$ cat config.mk
export PLATFORM = sky130hd
export DESIGN_NAME = chef_motion_sched
export DESIGN_NICKNAME = d
export VERILOG_FILES = /design/src/rtl/chef_pkg.sv /design/src/rtl/chef_anim_counter.sv /design/src/rtl/chef_motion_sched.sv
export SDC_FILE = /design/constraint.sdc
export NUM_CORES = 1
export LEC_CHECK = 0
export CAP_MARGIN = 20
export CORE_UTILIZATION = 57
export DETAILED_ROUTE_END_ITERATION = 10
export GPL_TIMING_DRIVEN = 0
export PLACE_DENSITY = 0.95
export SLEW_MARGIN = 5
export SYNTH_ARGS = -nofsm -noshare
export SYNTH_HDL_FRONTEND = slang
export SYNTH_HIERARCHICAL = 1
export SYNTH_SLANG_ARGS = --single-unit
export TNS_END_PERCENT = 30
$ cat constraint.sdc
create_clock -name Clk -period 6.9 [get_ports Clk]
set_input_delay 1.38 -clock Clk [delete_from_list [all_inputs] [get_ports Clk]]
set_output_delay 1.38 -clock Clk [all_outputs]
set_load 0.1 [all_outputs]
$ cat src/rtl/chef_pkg.sv
// Shared types and key constants for the chef motion scheduler.
// Optional feature macro: CHEF_TURN_BUFFER_EN (adds QUERY_BUF state).
package chef_pkg;

    typedef enum logic [2:0] {
        LEFT  = 3'd0,
        RIGHT = 3'd1,
        UP    = 3'd2,
        DOWN  = 3'd3,
        NONE  = 3'd4
    } dir_t;

    localparam logic [7:0] KEY_A = 8'h04;
    localparam logic [7:0] KEY_D = 8'h07;
    localparam logic [7:0] KEY_S = 8'h16;
    localparam logic [7:0] KEY_W = 8'h1A;

`ifdef CHEF_TURN_BUFFER_EN
    typedef enum logic [1:0] {
        IDLE      = 2'd0,
        QUERY     = 2'd1,
        QUERY_BUF = 2'd2,
        APPLY     = 2'd3
    } sched_state_t;
`else
    typedef enum logic [1:0] {
        IDLE  = 2'd0,
        QUERY = 2'd1,
        APPLY = 2'd2
    } sched_state_t;
`endif

    function automatic dir_t key_to_dir(input logic [7:0] k);
        dir_t d;
        unique case (1'b1)
            (k == KEY_A): d = LEFT;
            (k == KEY_D): d = RIGHT;
            (k == KEY_W): d = UP;
            (k == KEY_S): d = DOWN;
            default:      d = NONE;
        endcase
        return d;
    endfunction

    function automatic logic is_vert(input dir_t d);
        return (d == UP) || (d == DOWN);
    endfunction

    function automatic dir_t opposite(input dir_t d);
        dir_t o;
        case (d)
            LEFT:    o = RIGHT;
            RIGHT:   o = LEFT;
            UP:      o = DOWN;
            DOWN:    o = UP;
            default: o = NONE;
        endcase
        return o;
    endfunction

endpackage

$ cat src/rtl/chef_anim_counter.sv
// Walk-animation phase: counts committed moves, advances anim_frame
// every ANIM_DIV commits, and clears on an idle or rejected frame.
module chef_anim_counter
    import chef_pkg::*;
#(
    parameter int ANIM_DIV = 4
) (
    input  logic       Clk,
    input  logic       Reset_n,
    input  logic       step_commit,
    input  logic       idle_clear,
    output logic [1:0] anim_frame
);

    localparam int SW = (ANIM_DIV > 1) ? $clog2(ANIM_DIV) : 1;
    localparam logic [SW-1:0] SUB_LAST = SW'(ANIM_DIV - 1);

    logic [SW-1:0] sub_cnt;

    // Sub-counter wraps into a phase advance; idle frames restart the walk
    always_ff @(posedge Clk or negedge Reset_n) begin
        if (!Reset_n) begin
            sub_cnt    <= '0;
            anim_frame <= 2'd0;
        end else if (step_commit) begin
            if (sub_cnt == SUB_LAST) begin
                sub_cnt    <= '0;
                anim_frame <= anim_frame + 2'd1;
            end else begin
                sub_cnt <= sub_cnt + 1'b1;
            end
        end else if (idle_clear) begin
            sub_cnt    <= '0;
            anim_frame <= 2'd0;
        end
    end

endmodule

$ cat src/rtl/chef_motion_sched.sv
// Per-frame chef motion scheduler: key decode, map query, commit/reject.
// Optional feature macro: CHEF_TURN_BUFFER_EN (buffered vertical turns).
module chef_motion_sched
    import chef_pkg::*;
#(
    parameter int X_MIN      = 0,
    parameter int X_MAX      = 192,
    parameter int Y_MIN      = 0,
    parameter int Y_MAX      = 216,
    parameter int X_START    = 96,
    parameter int Y_START    = 141,
    parameter int STEP       = 1,
    parameter int ANIM_DIV   = 4,
    parameter int BUF_FRAMES = 8
) (
    input  logic       Clk,
    input  logic       Reset_n,
    input  logic       frame_tick,
    input  logic [7:0] keycode,
    output logic       map_req,
    output logic [9:0] map_x,
    output logic [9:0] map_y,
    input  logic       map_ack,
    input  logic       map_floor,
    input  logic       map_ladder,
    output logic [9:0] ChefX,
    output logic [9:0] ChefY,
    output logic [1:0] chef_dir,
    output logic       chef_moving,
    output logic [1:0] anim_frame,
    output logic       busy
);

    localparam logic [9:0] STEP10 = 10'(STEP);
    localparam logic [9:0] XLO    = 10'(X_MIN + STEP);
    localparam logic [9:0] XHI    = 10'(X_MAX - STEP);
    localparam logic [9:0] YLO    = 10'(Y_MIN + STEP);
    localparam logic [9:0] YHI    = 10'(Y_MAX - STEP);

    sched_state_t state;
    dir_t         key_dir;
    dir_t         pend_dir;
    logic         legal;

    dir_t         kdir;
    dir_t         dsel;
    logic [9:0]   tx;
    logic [9:0]   ty;
    logic         t_ok;
    logic         use_buf;
    logic         step_commit;
    logic         idle_clear;

    assign kdir = key_to_dir(keycode);
    assign dsel = (state == IDLE) ? kdir : key_dir;

    // Target tile and bounds check for the live (or latched) key
    always_comb begin
        tx   = ChefX;
        ty   = ChefY;
        t_ok = 1'b0;
        case (dsel)
            LEFT: begin
                tx   = ChefX - STEP10;
                t_ok = (ChefX >= XLO);
            end
            RIGHT: begin
                tx   = ChefX + STEP10;
                t_ok = (ChefX <= XHI);
            end
            UP: begin
                ty   = ChefY - STEP10;
                t_ok = (ChefY >= YLO);
            end
            DOWN: begin
                ty   = ChefY + STEP10;
                t_ok = (ChefY <= YHI);
            end
            default: ;
        endcase
    end

`ifdef CHEF_TURN_BUFFER_EN
    localparam int BW = $clog2(BUF_FRAMES + 1);

    dir_t          buf_dir;
    logic [BW-1:0] buf_life;
    logic [9:0]    buf_ty;
    logic          buf_ok;

    // Buffered vertical target, skipped when the opposite key is held
    always_comb begin
        buf_ty = ChefY + STEP10;
        buf_ok = (ChefY <= YHI);
        if (buf_dir == UP) begin
            buf_ty = ChefY - STEP10;
            buf_ok = (ChefY >= YLO);
        end
        use_buf = (buf_life != '0) && buf_ok &&
                  (kdir != opposite(buf_dir));
    end
`else
    assign use_buf = 1'b0;
`endif

    assign step_commit = (state == APPLY) && legal;
    assign idle_clear  = (state == APPLY) && !legal;

    // Scheduler FSM with registered outputs and position state
    always_ff @(posedge Clk or negedge Reset_n) begin
        if (!Reset_n) begin
            state       <= IDLE;
            key_dir     <= NONE;
            pend_dir    <= NONE;
            legal       <= 1'b0;
            map_req     <= 1'b0;
            map_x       <= 10'd0;
            map_y       <= 10'd0;
            ChefX       <= 10'(X_START);
            ChefY       <= 10'(Y_START);
            chef_dir    <= 2'd1;
            chef_moving <= 1'b0;
            busy        <= 1'b0;
`ifdef CHEF_TURN_BUFFER_EN
            buf_dir     <= UP;
            buf_life    <= '0;
`endif
        end else begin
            case (state)
                IDLE: begin
                    if (frame_tick) begin
                        busy    <= 1'b1;
                        key_dir <= kdir;
`ifdef CHEF_TURN_BUFFER_EN
                        if (buf_life != '0)
                            buf_life <= buf_life - 1'b1;
`endif
                        if (use_buf) begin
`ifdef CHEF_TURN_BUFFER_EN
                            state   <= QUERY_BUF;
                            map_req <= 1'b1;
                            map_x   <= ChefX;
                            map_y   <= buf_ty;
`endif
                        end else if (kdir != NONE && t_ok) begin
                            state    <= QUERY;
                            map_req  <= 1'b1;
                            map_x    <= tx;
                            map_y    <= ty;
                            pend_dir <= kdir;
                        end else begin
                            state    <= APPLY;
                            pend_dir <= NONE;
                            legal    <= 1'b0;
                        end
                    end
                end
                QUERY: begin
                    if (!map_req) begin
                        map_req <= 1'b1;
                    end else if (map_ack) begin
                        map_req <= 1'b0;
                        legal   <= is_vert(pend_dir) ?
                                   map_ladder : map_floor;
                        state   <= APPLY;
                    end
                end
`ifdef CHEF_TURN_BUFFER_EN
                QUERY_BUF: begin
                    if (map_ack) begin
                        map_req <= 1'b0;
                        if (map_ladder) begin
                            pend_dir <= buf_dir;
                            legal    <= 1'b1;
                            buf_life <= '0;
                            state    <= APPLY;
                        end else if (key_dir != NONE && t_ok) begin
                            pend_dir <= key_dir;
                            map_x    <= tx;
                            map_y    <= ty;
                            state    <= QUERY;
                        end else begin
                            pend_dir <= NONE;
                            legal    <= 1'b0;
                            state    <= APPLY;
                        end
                    end
                end
`endif
                APPLY: begin
                    if (legal) begin
                        ChefX       <= map_x;
                        ChefY       <= map_y;
                        chef_dir    <= pend_dir[1:0];
                        chef_moving <= 1'b1;
                    end else begin
                        chef_moving <= 1'b0;
`ifdef CHEF_TURN_BUFFER_EN
                        if (is_vert(pend_dir)) begin
                            buf_dir  <= pend_dir;
                            buf_life <= BW'(BUF_FRAMES);
                        end
`endif
                    end
                    legal <= 1'b0;
                    busy  <= 1'b0;
                    state <= IDLE;
                end
                default: begin
                    state   <= IDLE;
                    map_req <= 1'b0;
                    busy    <= 1'b0;
                end
            endcase
        end
    end

    chef_anim_counter #(
        .ANIM_DIV (ANIM_DIV)
    ) u_anim (
        .Clk         (Clk),
        .Reset_n     (Reset_n),
        .step_commit (step_commit),
        .idle_clear  (idle_clear),
        .anim_frame  (anim_frame)
    );

endmodule

-- After elaboration in Yosys (flattened, before gate mapping)
Index checks and enable logic that the tools add are counted.
- bits in registers: 58
- bits of input ports: 14
- output and inout bits: 47
- word-level logic and storage cells: 92
- add/sub/neg operators: 6
- magnitude comparators: 4
- eq/ne operators: 19
- multiplexer cells: 30
- bitwise gates (word level): 2
- reductions and logical operators: 17
- operator list (operator ; number):
    10-bit one-hot mux with 2 select lines ; 2
    10-bit by 1-bit adder with 10-bit output, second input constant ; 2
    10-bit by 1-bit >= comparator with 1-bit output, second input constant ; 2
    10-bit by 8-bit less-or-equal comparator with 1-bit output, second input constant ; 2
    10-bit by 1-bit subtractor with 10-bit output, second input constant ; 2
    2-bit 2-to-1 mux ; 9
    8-bit by 3-bit equality test with 1-bit output, second input constant ; 2
    8-bit by 5-bit equality test with 1-bit output, second input constant ; 2
    3-bit by 2-bit equality test with 1-bit output, second input constant ; 4
    3-bit one-hot mux with 4 select lines ; 1
    1-bit 2-to-1 mux ; 11
    3-bit AND reduction ; 3
    2-bit inequality test, second input constant ; 4
    2-bit AND reduction ; 4
    3-bit 2-to-1 mux ; 2
    1-bit one-hot mux with 3 select lines ; 2
    5-bit AND reduction ; 1
    2-bit by 1-bit adder with 2-bit output, second input constant ; 2
    2-bit equality test, second input constant ; 2
    2-bit by 1-bit inequality test with 1-bit output, second input constant ; 2
    1-bit one-hot mux with 4 select lines ; 1
    2-bit one-hot mux with 2 select lines ; 1
    3-bit by 1-bit equality test with 1-bit output, second input constant ; 1
    1-bit logical AND ; 3
    10 further kinds ; 11

-- Logic depth before layout (Yosys ltp)
- depth after elaboration: 9
- gate-level depth with buffers: 9
- mapped depth without buffers: 8

-- Cells and area by module
The synthesis kept the hierarchy.
- modules (own cells, without submodules) (module ; instances ; cells an instance ; area an instance (um^2) ; sequential area each (um^2)):
    chef_motion_sched ; 1 ; 332 ; 3121.7 ; 1362.6
    chef_anim_counter ; 1 ; 17 ; 201.4 ; 100.1

-- Worst setup path after synthesis
No wires, ideal clock.
- path type: input -> register
- from: input port keycode[3]
- to: register map_x[0]
- setup time: 0.126 ns
- arrival: 3.523 ns
- data required time: 6.774 ns
- slack: 3.251 ns
- stages on the path: 8
- buffers on the path: 2
- cells stage by stage: or4b_1 > buf_2 > o41ai_4 > mux2_4 > nand2_2 > a21o_4 > buf_6 > mux2_4
- cells in the longest elaborated chain, start to end: 7
- elaborated cells between the ends (all ways): 15
- those cells by class: eq/ne: 8; mux: 4; reduce/logical: 3
- ends and longest elaborated chain (element ; RTL line ; RTL):
    start: declaration ; chef_motion_sched.sv:19 ; input logic [7:0] keycode,
    8-bit by 5-bit equality test with 1-bit output, or another cell as far along ; chef_pkg.sv:39 ; (k == KEY_S): d = DOWN;
    3-bit one-hot mux with 4 select lines (*) ; chef_pkg.sv:35 ; unique case (1'b1)
    3-bit 2-to-1 mux ; chef_motion_sched.sv:55 ; assign dsel = (state == IDLE) ? kdir : key_dir;
    3-bit by 2-bit equality test with 1-bit output, or another cell as far along ; chef_motion_sched.sv:62 ; case (dsel)
    1-bit one-hot mux with 4 select lines ; chef_motion_sched.sv:62 ;
    1-bit logical AND ; chef_motion_sched.sv:145 ; end else if (kdir != NONE && t_ok) begin
    3-bit AND reduction (no line) ; n/a ;
    end signal: assignment ; chef_motion_sched.sv:148 ; map_x <= tx;
    end: declaration ; chef_motion_sched.sv:21 ; output logic [9:0] map_x,
Mark *: on every way between the ends. The rest lies on a longest branch, timed or not.
A chain may end at the register's enable or synchronous reset.

-- Final worst setup path
- from: input port keycode[3]
- to: register map_y[5]
- cells in the longest elaborated chain, start to end: 7
- elaborated cells between the ends (all ways): 15
- those cells by class: eq/ne: 8; mux: 4; reduce/logical: 3
- ends and longest elaborated chain (element ; RTL line ; RTL):
    8-bit by 5-bit equality test with 1-bit output, or another cell as far along ; chef_pkg.sv:39 ;
    3-bit one-hot mux with 4 select lines (*) ; chef_pkg.sv:35 ;
    3-bit 2-to-1 mux ; chef_motion_sched.sv:55 ;
    3-bit by 2-bit equality test with 1-bit output, or another cell as far along ; chef_motion_sched.sv:62 ;
    1-bit one-hot mux with 4 select lines ; chef_motion_sched.sv:62 ;
    1-bit logical AND ; chef_motion_sched.sv:145 ;
    3-bit AND reduction (no line) ; n/a ;
    end signal: assignment ; chef_motion_sched.sv:149 ; map_y <= ty;
    end: declaration ; chef_motion_sched.sv:22 ; output logic [9:0] map_y,
Marks and branches as above.

==> results.py <==
metrics = {
    "sta": {
        "finalMaxSlewViolations": 0,
        "setup_violations": 0,
        "clock.fmax_mhz": 244,
        "post-route-period-util_pct": 59.5,
        "fin_tns_setup_ns": 0,
        "slew_headroom_pct": 33.3,
        "fin_skew_ns": 0.00529,
        "hold_ws_ns": 0.474,
        "finalCriticalPeriod_ns": 4.10,
        "rsz0062_at_grt": "false",
        "tightest_slew_ns": 0.998,
        "hold_viol_final": 0,
    },
    "cells_and_area": {
        "n_antenna_cell": 0,
        "area_growth_pct": 27.3,
        "nets": 442,
        "multi_input_area_um2": 1730,
        "fillers": 382,
        "drive_gt1_share_pct": 14.1,
        "seq_area_um2": 1460,
    },
    "detailed_routing": {
        "routedWlPerCell_um": 17.0,
        "avgViaCountPerCell": 5.86,
        "vias": 2917,
        "antenna_left": 0,
        "drt_iter0_markers": 288,
        "drcViolationCount": 0,
        "wirelength_um": 8480,
        "first_pass_iters": 5,
    },
    "critical_path": {
        "crit_family": "compound AO/OA/AOI/OAI gates",
        "slowest_delay_ns": 0.68,
        "arrival_ns": 4.33,
        "crit_path_cell_trace": "clkdlybuf4s50_1 -> or4b_1 -> buf_2 -> o41ai_4 -> mux2_4 -> nand2_2 -> a21o_4 -> buf_6 -> mux2_4",
        "crit_required_ns": 7.13,
        "cpMostUsedCell": "mux2_4",
        "cp_slowest_cell": "o41ai_4",
        "critPathBufInv": 3,
        "end_kind": "flop",
        "crit_path_max_fanout": 10,
        "worstSetupStartpointType": "primary input",
        "crit_type": "primary input to flop",
    },
    "yosys": {
        "ys_async_sr_fraction_pct": 100,
        "syn_area_um2": 3320,
        "yosysWarnings": 6,
        "synth_edf_count": 0,
        "synth.avg_cell_area_um2": 9.52,
        "synth_cells": 349,
        "synthTopCellsByArea": "dfrtp_1 (37%), nand2_1 (8.6%), mux2_4 (8.1%), dfstp_2 (7.1%), xnor2_1 (3.2%)",
        "ys_ff_latch": 58,
        "synth_ff_type": "dfrtp_1",
        "seq_area_frac_synth_pct": 44.0,
        "syn-num-nets": 370,
        "synth_top_area_share_pct": 36.9,
        "synth_area_leader_cell": "dfrtp_1",
        "ys_types": 51,
    },
    "placed_design": {
        "dp_hpwl_um": 5750,
        "portBuffers": 60,
        "place.gp.congestion": 0.901,
    },
    "run": {
        "cap_viol_max_count": 0,
    },
    "global_routing": {
        "grt_pass1_vias": 2889,
        "grt_use_total_pct": 30.2,
        "grt_overflow": 0,
        "grt_max_degree": 32,
        "grt_pass1_wl_um": 14100,
        "antenna_found_initial": 0,
    },
    "clock_tree": {
        "cts_tree": "yes",
        "clock_path_buffers": 2,
        "root_buffer": "clkbuf_8",
        "clk_pin_slew_ns": 0.06,
        "clkLatencyLatePin_ns": 0.35,
        "cts_resized": 0,
        "ctsHoldBuffers": 0,
        "clock_sinks": 58,
        "cts_setup_buffers": 0,
        "cts_made_buffers": 9,
        "cts_htree_levels": 3,
    },
    "power": {
        "p_leak_nw": 2.07,
        "powerDensity_nw_per_um2": 166,
        "vdd_drop_max_v": 0.000144,
    },
    "floorplanning": {
        "die_h_um": 78.4,
        "die_area_um2": 6140,
        "die_width_um": 78.4,
        "start_util_pct": 59.6,
        "core-area_um2": 5570,
        "rows": 27,
        "ios": 61,
    },
    "run_status": {
        "status": "completed",
    },
    "hold_path": {
        "hp-class": "flop to flop",
    },
}
-- state kept, by name, summed over array words and instances (netlist names) --
signal	count
ChefX	10
ChefY	10
map_x	10
map_y	10
key_dir	3
pend_dir	3
chef_dir	2
state	2
u_anim/anim_frame	2
u_anim/sub_cnt	2
busy	1
chef_moving	1
legal	1
map_req	1
-- cell usage after synthesis (all sizes together) (2+ instances only) --
| library cell | number |
|---|---|
| a22o | 2 |
| a211oi | 3 |
| dfrtp | 49 |
| xor2 | 12 |
| nand4 | 5 |
| inv | 8 |
| a21oi | 8 |
| o21ai | 19 |
| and3 | 6 |
| or3 | 4 |
| nand2b | 3 |
| and2 | 3 |
| a21o | 5 |
| nor2 | 12 |
| nand3b | 2 |
| buf | 6 |
| nand3 | 19 |
| nand2 | 77 |
| ha | 7 |
| and4 | 2 |
| dfstp | 9 |
| clkbuf | 14 |
| mux2 | 22 |
| o31ai | 2 |
| or4 | 2 |
| nor3b | 5 |
| xnor2 | 12 |
| a21boi | 5 |
| nor3 | 9 |
| nor4 | 4 |
-- cells in the final DEF (no fill, tap or decap), types with 3 or more instances in the layout --
cell              n
and2_1            3
dfstp_2           9
inv_1             8
mux2_2            4
ha_1              7
nand3_1          19
xor2_1           12
nand4_1           5
or3_1             4
xnor2_1          12
and3_1            6
nor4_1            4
nor3_1            9
nor2_1           12
clkbuf_1         15
a21oi_1           8
clkdlybuf4s50_1  59
buf_2             3
nand2_1          76
dfrtp_1          49
nor3b_1           5
nand2b_1          3
o21ai_0          19
a211oi_1          3
clkbuf_8         14
a21boi_0          5
mux2_4           18
-- stage by stage --
step | total power, mW | setup slack [ns] | std cells | util (%) | cell area (um2)
2_1_floorplan | 0.373 | 3.25 | 349 | - | 3320
3_3_place_gp | 0.393 | 2.51 | 481 | 72.0 | 4010
3_5_place_dp | 0.395 | 2.50 | 482 | 72.3 | 4030
4_1_cts | 0.703 | 2.83 | 498 | 75.9 | 4230
5_1_grt | 0.725 | 2.70 | 498 | 75.9 | 4230
6_report | 0.704 | 2.80 | 498 | 75.9 | 4230
-- worst reg2reg max path: cells and delay by family (launching register included) --
family	cells	cell delay [ns]
multiplexers	1	0.28
buffers and inverters	2	0.90
AO/OA/AOI/OAI	3	0.97
flip-flops	1	0.45
AND/OR/NAND/NOR	1	0.17
XOR/XNOR	1	0.10
-- cell families after synthesis --
group / Yosys count / synth area share (%)
AOI/OAI and AO/OA: 50 / 10.5
and+or+nand+nor: 159 / 23.1
muxes: 22 / 9.49
xor gates and xnor gates: 24 / 6.33
adders and majority gates: 7 / 2.64
buffers and inverters: 29 / 3.92
DFF: 58 / 44.0
-- layer usage --
metal	GRT usage (%)	vias up	wire length [um]
met3	6.51	35	515
met2	48.2	130	4120
met5	0	-	0
li1	-	1351	-
met1	39.0	1401	3540
met4	15.0	0	306
-- worst paths after layout --
| kind | depth (start not counted) | to | start | slack [ns] |
|---|---|---|---|---|
| setup / recovery | 9 | map_y[5] | keycode[3] | 2.80 |
| hold / removal | 2 | chef_dir[0] | chef_dir[0] | 0.47 |
| setup reg to reg | 8 | map_x[6] | state[1] | 3.92 |
| hold reg to reg | 2 | chef_dir[0] | chef_dir[0] | 0.47 |
| max in group asynchronous | 2 | pend_dir[2] | Reset_n | 5.15 |
| min in group asynchronous | 1 | ChefY[4] | Reset_n | 1.08 |
-- where the power goes --
group / internal, mW / switching [mW] / total, mW
registers: 0.343 / 0.00167 / 0.345
logic: 0.0170 / 0.0281 / 0.0451
clock network: 0.179 / 0.135 / 0.314
-- cell type report --
cell class | count | share of cell area [%]
buffer | 20 | 2.28
clock buffer | 15 | 4.64
clock inverter | 1 | 0.118
inverter | 9 | 0.799
multi-input combinational | 262 | 40.9
sequential | 58 | 34.6
tap | 72 | 2.13
timing repair buffer | 61 | 14.6
No activity file was read; power rests on OpenSTA's default activity.
